### src/rtl/game_stat_counter_pkg.sv
// Shared types and limits for the snake game statistics counter.
// Holds the game phase encoding plus the display saturation limits.
package snake_stat_pkg;

  localparam int SCORE_W = 11;
  localparam int TIME_W  = 14;

  localparam logic [SCORE_W-1:0] SCORE_MAX = SCORE_W'(999);
  localparam logic [TIME_W-1:0]  TIME_MAX  = TIME_W'(9999);

  typedef enum logic [1:0] {
    ST_IDLE  = 2'd0,
    ST_RUN   = 2'd1,
    ST_PAUSE = 2'd2,
    ST_OVER  = 2'd3
  } game_state_t;

endpackage

### src/rtl/game_stat_counter_if.sv
// Event pulses in, display words and phase out, for the statistics counter.
// The master side produces game events; the slave side is the counter itself.
interface game_stat_counter_if;

  logic        start;
  logic        pause_toggle;
  logic        eat;
  logic        game_over;
  logic [31:0] score;
  logic [31:0] total_time;
  logic [31:0] high_score;
  logic [1:0]  state;
  logic        running;

  modport master (
    output start, pause_toggle, eat, game_over,
    input  score, total_time, high_score, state, running
  );

  modport slave (
    input  start, pause_toggle, eat, game_over,
    output score, total_time, high_score, state, running
  );

endinterface

### src/rtl/game_stat_counter_sec_tick_gen.sv
// One-second prescaler: counts CLK_HZ enabled cycles and pulses tick on the last.
// A clear restarts the second from zero and wins over enable.
module sec_tick_gen #(
  parameter int CLK_HZ = 100_000_000
) (
  input  logic clock,
  input  logic reset,
  input  logic enable,
  input  logic clear,
  output logic tick
);

  localparam int CNT_W = (CLK_HZ > 1) ? $clog2(CLK_HZ) : 1;
  localparam logic [CNT_W-1:0] LAST = CNT_W'(CLK_HZ - 1);

  logic [CNT_W-1:0] count_q;

  assign tick = enable && !clear && (count_q == LAST);

  // Holding the count while disabled lets a pause resume mid-second.
  always_ff @(posedge clock) begin
    if (reset || clear) begin
      count_q <= '0;
    end else if (enable) begin
      if (count_q == LAST) begin
        count_q <= '0;
      end else begin
        count_q <= count_q + CNT_W'(1);
      end
    end
  end

endmodule

### src/rtl/game_stat_counter.sv
// Snake game statistics: phase FSM, saturating score and elapsed-seconds counters.
// Define GAME_STAT_HIGH_SCORE_EN to build the best-score register; otherwise it reads 0.
module game_stat_counter
  import snake_stat_pkg::*;
#(
  parameter int CLK_HZ          = 100_000_000,
  parameter int POINTS_PER_FOOD = 1
) (
  input  logic                clock,
  input  logic                reset,
  game_stat_counter_if.slave  bus
);

  localparam logic [SCORE_W-1:0] POINTS = SCORE_W'(POINTS_PER_FOOD);

  game_state_t        state_q, state_d;
  logic               running;
  logic               new_game;
  logic               tick;
  logic [SCORE_W-1:0] score_q, score_d, score_sum;
  logic [TIME_W-1:0]  time_q, time_d;

  assign running  = (state_q == ST_RUN);
  assign new_game = bus.start && ((state_q == ST_IDLE) || (state_q == ST_OVER));

  sec_tick_gen #(
    .CLK_HZ (CLK_HZ)
  ) u_tick (
    .clock  (clock),
    .reset  (reset),
    .enable (running),
    .clear  (new_game),
    .tick   (tick)
  );

  // game_over outranks pause_toggle, so a simultaneous toggle is dropped.
  always_comb begin
    state_d = state_q;
    case (state_q)
      ST_IDLE:  if (bus.start) state_d = ST_RUN;
      ST_RUN: begin
        if (bus.game_over)         state_d = ST_OVER;
        else if (bus.pause_toggle) state_d = ST_PAUSE;
      end
      ST_PAUSE: begin
        if (bus.game_over)         state_d = ST_OVER;
        else if (bus.pause_toggle) state_d = ST_RUN;
      end
      ST_OVER:  if (bus.start) state_d = ST_RUN;
      default:  state_d = ST_IDLE;
    endcase
  end

  // Events in RUN still count on the game_over cycle; other phases freeze.
  always_comb begin
    score_sum = score_q + POINTS;
    score_d   = score_q;
    time_d    = time_q;
    if (new_game) begin
      score_d = '0;
      time_d  = '0;
    end else if (running) begin
      if (bus.eat) begin
        score_d = (score_sum > SCORE_MAX) ? SCORE_MAX : score_sum;
      end
      if (tick && (time_q != TIME_MAX)) begin
        time_d = time_q + TIME_W'(1);
      end
    end
  end

  always_ff @(posedge clock) begin
    if (reset) begin
      state_q <= ST_IDLE;
      score_q <= '0;
      time_q  <= '0;
    end else begin
      state_q <= state_d;
      score_q <= score_d;
      time_q  <= time_d;
    end
  end

`ifdef GAME_STAT_HIGH_SCORE_EN
  logic [SCORE_W-1:0] high_q;
  logic               enter_over;

  assign enter_over = bus.game_over && ((state_q == ST_RUN) || (state_q == ST_PAUSE));

  // Compare against the post-eat score so a final bite still counts.
  always_ff @(posedge clock) begin
    if (reset) begin
      high_q <= '0;
    end else if (enter_over && (score_d > high_q)) begin
      high_q <= score_d;
    end
  end

  assign bus.high_score = 32'(high_q);
`else
  assign bus.high_score = '0;
`endif

  assign bus.score      = 32'(score_q);
  assign bus.total_time = 32'(time_q);
  assign bus.state      = state_q;
  assign bus.running    = running;

endmodule

### src/flat_wrapper.sv
// flat-port wrapper written by rule: the top's interface ports become plain ports
module game_stat_counter_flat import snake_stat_pkg::*;
#(
  parameter int CLK_HZ          = 100_000_000,
  parameter int POINTS_PER_FOOD = 1
)
  (clock, reset, bus_start, bus_pause_toggle, bus_eat, bus_game_over, bus_score, bus_total_time, bus_high_score, bus_state, bus_running);
  game_stat_counter_if bus_i ();
  input  logic clock;
  input  logic reset;
  input wire logic [$bits(bus_i.start)-1:0] bus_start;
  input wire logic [$bits(bus_i.pause_toggle)-1:0] bus_pause_toggle;
  input wire logic [$bits(bus_i.eat)-1:0] bus_eat;
  input wire logic [$bits(bus_i.game_over)-1:0] bus_game_over;
  output wire logic [$bits(bus_i.score)-1:0] bus_score;
  output wire logic [$bits(bus_i.total_time)-1:0] bus_total_time;
  output wire logic [$bits(bus_i.high_score)-1:0] bus_high_score;
  output wire logic [$bits(bus_i.state)-1:0] bus_state;
  output wire logic [$bits(bus_i.running)-1:0] bus_running;
  assign bus_i.start = bus_start;
  assign bus_i.pause_toggle = bus_pause_toggle;
  assign bus_i.eat = bus_eat;
  assign bus_i.game_over = bus_game_over;
  assign bus_score = bus_i.score;
  assign bus_total_time = bus_i.total_time;
  assign bus_high_score = bus_i.high_score;
  assign bus_state = bus_i.state;
  assign bus_running = bus_i.running;
  game_stat_counter #(.CLK_HZ(CLK_HZ), .POINTS_PER_FOOD(POINTS_PER_FOOD)) u_core (.clock(clock), .reset(reset), .bus(bus_i));
endmodule
### config.mk
export PLATFORM = sky130hd
export DESIGN_NAME = game_stat_counter_flat
export DESIGN_NICKNAME = d
export VERILOG_FILES = /design/src/rtl/game_stat_counter_pkg.sv /design/src/rtl/game_stat_counter_if.sv /design/src/rtl/game_stat_counter_sec_tick_gen.sv /design/src/rtl/game_stat_counter.sv /design/src/flat_wrapper.sv
export SDC_FILE = /design/constraint.sdc
export NUM_CORES = 1
export LEC_CHECK = 0
export CAP_MARGIN = 20
export CORE_MARGIN = 1
export CORE_UTILIZATION = 51
export DETAILED_ROUTE_END_ITERATION = 8
export PLACE_DENSITY = 0.86
export SLEW_MARGIN = 20
export SYNTH_ARGS = -nofsm -noshare
export SYNTH_HDL_FRONTEND = slang
export SYNTH_SLANG_ARGS = --single-unit
### constraint.sdc
create_clock -name clock -period 5.4 [get_ports clock]
set_input_delay 1.08 -clock clock [delete_from_list [all_inputs] [get_ports clock]]
set_output_delay 1.08 -clock clock [all_outputs]
set_load 0.02 [all_outputs]
## Word level (Yosys, flattened, before mapping)

Index checks and enable logic that the tools add are counted.

| operators by class | value |
|---|---|
| equal/unequal tests | 8 |
| reduce and logical (&&, ||, !) cells | 13 |
| $add $sub $neg | 3 |
| $lt $le $gt $ge | 1 |
| multiplexer cells | 8 |

Operator list:

| kind | number |
|---|---|
| $add 27x1->27 const B | 1 |
| $eq 27x27->1 const B | 1 |
| $mux 27 | 1 |
| $add 14x1->14 const B | 1 |
| $ne 14x14->1 const B | 1 |
| $add 11x1->11 const B | 1 |
| $gt 11x10->1 const B | 1 |
| $mux 11 | 1 |
| $mux 2 | 5 |
| $ne 3x3->1 const B | 2 |
| $pmux 2 s3 | 1 |
| $eq 2x2->1 const B | 2 |
| $logic_and 1x1->1 | 4 |
| $reduce_and 2->1 | 2 |
| $reduce_or 2->1 | 2 |
| $reduce_and 3->1 | 1 |
| $eq 2x1->1 const B | 1 |
| $logic_not 2->1 | 1 |
| $logic_or 1x1->1 | 2 |
| $ne 2x1->1 const B | 1 |
| $logic_not 1->1 | 1 |

| word-level totals | value |
|---|---|
| word-level logic and storage cells | 37 |
| input bits | 6 |
| output and inout port bits | 99 |
| register bits after elaboration | 54 |

## Logic depth before layout (Yosys ltp)

| logic depth | value |
|---|---|
| depth in word-level cells | 8 |
| depth in mapped cells | 10 |
| depth with buffers taken out | 8 |

## Cells and area by module

A second synthesis with hierarchy kept.

| second synthesis, totals | value |
|---|---|
| cell total of the unflattened synthesis | 424 |
| area total of the unflattened synthesis | 3,484.6 um^2 |

Modules (own cells, without submodules):

| module | cells an instance | times used | area an instance (um^2) | sequential area each (um^2) |
|---|---|---|---|---|
| game_stat_counter | 265 | 1 | 2,083.2 | 540.5 |
| sec_tick_gen | 159 | 1 | 1,401.3 | 540.5 |

## Worst setup path before layout

Ideal clock, no wire load.

| timing path | value |
|---|---|
| kind | register -> register |
| start | register u_core.state_q[0], in the netlist u_core.bus.state[0] |
| end | register u_core.time_q[10] |
| arrival | 2.248 ns |
| setup slack | 3.027 ns |
| cell stages (with the launch flop) | 10 |
| path buffers | 2 |
| required time | 5.275 ns |
| path through | dfxtp_1 ha_1 buf_2 nand3_1 nor3_2 nand4_4 buf_6 nor4b_2 xnor2_1 nor2_1 |

| between the ends | value |
|---|---|
| elaborated cells between the ends (all ways) | 11 |

RTL lines:

| item | RTL line | source |
|---|---|---|
| from (decl) | game_stat_counter.sv:16 | `game_state_t state_q, state_d;` |
| from (signal assigned) | game_stat_counter.sv:78 | `state_q <= state_d;` |
| $eq 2x1->1 * | game_stat_counter.sv:23 | `assign running = (state_q == ST_RUN);` |
| via bus_running | flat_wrapper.sv:19 | `output wire logic [$bits(bus_i.running)-1:0] bus_running;` |
| $logic_and 1x1->1 (2 in series) | game_stat_counter_sec_tick_gen.sv:18 | `assign tick = enable && !clear && (count_q == LAST);` |
| $logic_and 1x1->1 | game_stat_counter.sv:66 | `if (tick && (time_q != TIME_MAX)) begin` |
| $reduce_and 2->1 (no source line) * | n/a |  |
| to (signal assigned) | game_stat_counter.sv:80 | `time_q <= time_d;` |
| to (decl) | game_stat_counter.sv:21 | `logic [TIME_W-1:0] time_q, time_d;` |

The timed path passes the listed nets; every way through them passes the cells marked *.
A chain may end at the register's enable or synchronous reset.

## Worst setup path after layout

| timing path | value |
|---|---|
| start | register u_core.state_q[0], in the netlist u_core.bus.state[0] |
| end | output port bus_running |

| between the ends | value |
|---|---|
| longest elaborated chain between the ends | 1 |

Ends and longest elaborated chain:

| item | RTL line |
|---|---|
| $eq 2x1->1 | game_stat_counter.sv:23 |
| to (decl) | flat_wrapper.sv:19 |

No other way between the ends.

==> metrics <==
Post-synth top flop=dfxtp_1; Clock power frac=approximately 28%; average wire per standard cell=12.02 um; Hold Slack=0.5183 ns; cts hold-fix bufs=0; DR vias/cell=5.131; pre-CTS setup slack=about 2.2 ns; I/O pin cnt=105; # DRC=18; top cell type's share of synthesized area=31.50%; Setup CP Type=register to output port; Global Route Usage Sum=~18%; CTS clk-pin slew, worst paths=~0.11 ns; RSZ-0062 raised after global routing=no; Worst Setup Start Kind=register; grt total ovfl=0; FFs w/ async S/R, synth=0%; Final ANT Viol Nets=0; Synth area leader=dfxtp_1; Layout area overhead=5.760%; EDFF count, synth=0; CTS tree=yes; clock buffer depth=2; worst r2r dst=u_core.u_tick.count_q[18]; fin. max-slew vios=0; Final nets=456; most common cell in the netlist=buf_4; post-route minimum period=2.907 ns; Sequential Power Share=44.7%; Sw Ratio=between 30 and 40%; Slew HR=44.76%; Crit Path Max Fanout=11; Final GP Congestion=0.8191; Distinct cells, synth=between 50 and 60; Post-CTS Setup Bufs=0; vias in the first global route=about 2300; DP Wirelength=4495 um; Critical Path, Cell by Cell=ha_1 > clkdlybuf4s50_1; Leakage=roughly 1.4 nW; critical path capture point type=output port; R2R depth=6; Max Clk Rate=343.9 MHz; Initial Utilization=53.44%; Period Utilization, post-route=between 50% and 60%; Worst EP arrival=1.83 ns; Max VDD drop=~0.12 mV; first-pass GRT wire length=10470 um; Seq/Total Area, Yosys=31.50%; synthesized flop and latch total=54; initial antenna violation count=0; Clk Tree Root Cell=clkbuf_8; internal power=639.6 uW; initial DRC count=roughly 240; Pre-antenna DRT Iters=8; clock latency on the worst-skew pair=0.32 ns; Hold Vio Cnt, Final=0; total CTS buffers=5; Worst R2R Start=u_core.bus.state[0]; Pwr Density=between 200 and 300 mW/mm2; DR vias=~2700; Least-Margin Pin Slew=between 0.8 and 0.9 ns; worst clock skew=0.01824 ns; Post-Route WL=~6300 um; Worst Hold Class=register to register; H-tree Lvls=2; setup ws final=2.493 ns; failing checks=DRC; Critical Path RT=around 4.3 ns; row count=29; Hold Crit Depth=2; Slowest-stage cell, CP=clkdlybuf4s50_1; die width=84.04 um; port bufs=33; Synth top cells by count=buf_4 (71), nor2_1 (56), dfxtp_1 (54), nand2_1 (32), xnor2_1 (19); Post-Syn Area=0.003432 mm2; DIE AREA=0.007062 mm2; status=finished, violations left; ant diodes=0; Syn Area/Cell=8.211 um2; pin count of the biggest net entering global routing=25; Comb power frac=between 20 and 30%; core area=around 0.0064 mm2; Setup Viol. Count Final=0; FF-to-FF setup slack=roughly 2.6 ns; cell count after placement=513; CP peak stage delay=between 0.6 and 0.7 ns; Die H=84.04 um; NetSw=355.4 uW; CP delay by family, top=buffers and inverters; synthesized netlist cell count=418; Clock Sinks=54; fin cells=between 500 and 600; Crit path depth=2; min-delay src=u_core.u_tick.count_q[1]; Buffers & Inverters on Critical Path=1; YS warnings=0; Hold Path Sink=u_core.u_tick.count_q[1]; setup_tns=0 ns; share of cells above drive strength 1=5.180%; Area contributors post-synth=dfxtp_1 (31%), buf_4 (16%), nor2_1 (6.1%); CTS resizes=0; MaxCap Viol Count=0
==> cells in the final DEF (no fill, tap or decap), types with 8 or more instances in the layout <==
master	instances
inv_1	17
xnor2_1	19
nand2_1	32
nand3_1	16
xor2_1	15
dfxtp_1	54
clkdlybuf4s50_1	33
nor2_1	56
conb_1	71
nand4_1	9
o21ai_0	10
a21oi_1	17
nor3_1	8
==> power by group through the flow <==
stage          clock network (mW)  logic [mW]  registers [mW]
2_1_floorplan                   0       0.239           0.460
3_3_place_gp                    0       0.259           0.452
3_5_place_dp                    0       0.265           0.454
4_1_cts                     0.287       0.266           0.445
5_1_grt                     0.305       0.293           0.450
6_report                    0.282       0.267           0.445
==> per-layer routing <==
layer	vias up	share of wire [%]	track usage [%]
li1	1337	-	-
met1	1237	46	23.74
met2	93	47	29.06
met3	6	5.5	3.165
met4	0	1.2	4.702
met5	-	0	0
==> how the worst max path moves through the flow <==
stage / start / to / slack, ns
finish: u_core.bus.state[0] / bus_running / 2.49
global route: u_core.bus.state[0] / u_core.u_tick.count_q[22] / 2.33
CTS: u_core.bus.state[0] / bus_running / 2.49
detailed placement: bus_start / u_core.u_tick.count_q[19] / 2.23
global placement: bus_start / u_core.u_tick.count_q[19] / 2.29
floorplan: u_core.bus.state[0] / u_core.time_q[10] / 3.03
==> worst register-to-register path, stage by stage (launching register included) <==
cell and delay, ns:
dfxtp_1 0.43, ha_1 0.41, nand3_1 0.21, nor3_2 0.41, nand4_4 0.34, nand2_1 0.73, nor2_1 0.14
==> per-stage QoR <==
stage	power, mW	utilization (%)	cell area, um2
after floorplan	0.6986	-	3695
after global placement	0.7117	54.59	3506
after detailed placement	0.7192	54.59	3506
after CTS	0.9976	56.42	3623
after global routing	1.048	56.52	3630
final	0.9950	56.52	3630
==> layout make-up <==
type | instances | area [um2]
fill | 577 | 2793
multi-input combinational | 332 | 1941
sequential | 54 | 1081
timing repair buffer | 33 | 330.3
tap | 77 | 96.34
clock buffer | 5 | 68.82
inverter | 17 | 63.81
clock inverter | 3 | 48.80
==> flip-flops by register name (all words and copies together), names as in the netlist <==
name and flops:
u_core.u_tick.count_q 27, u_core.time_q 14, u_core.score_q 11, u_core.bus.state 2
==> kinds of logic after synthesis <==
kind of cell,Yosys count,share of synthesized area [%]
and+or+nand+nor,163,26.07
adders and majority gates,7,2.552
other,1,0.1093
muxes,1,0.2917
buffers and inverters,102,19.80
DFF,54,31.50
AOI/OAI and AO/OA,56,11.01
xor gates and xnor gates,34,8.677
Power figures use the tool's default switching activity.
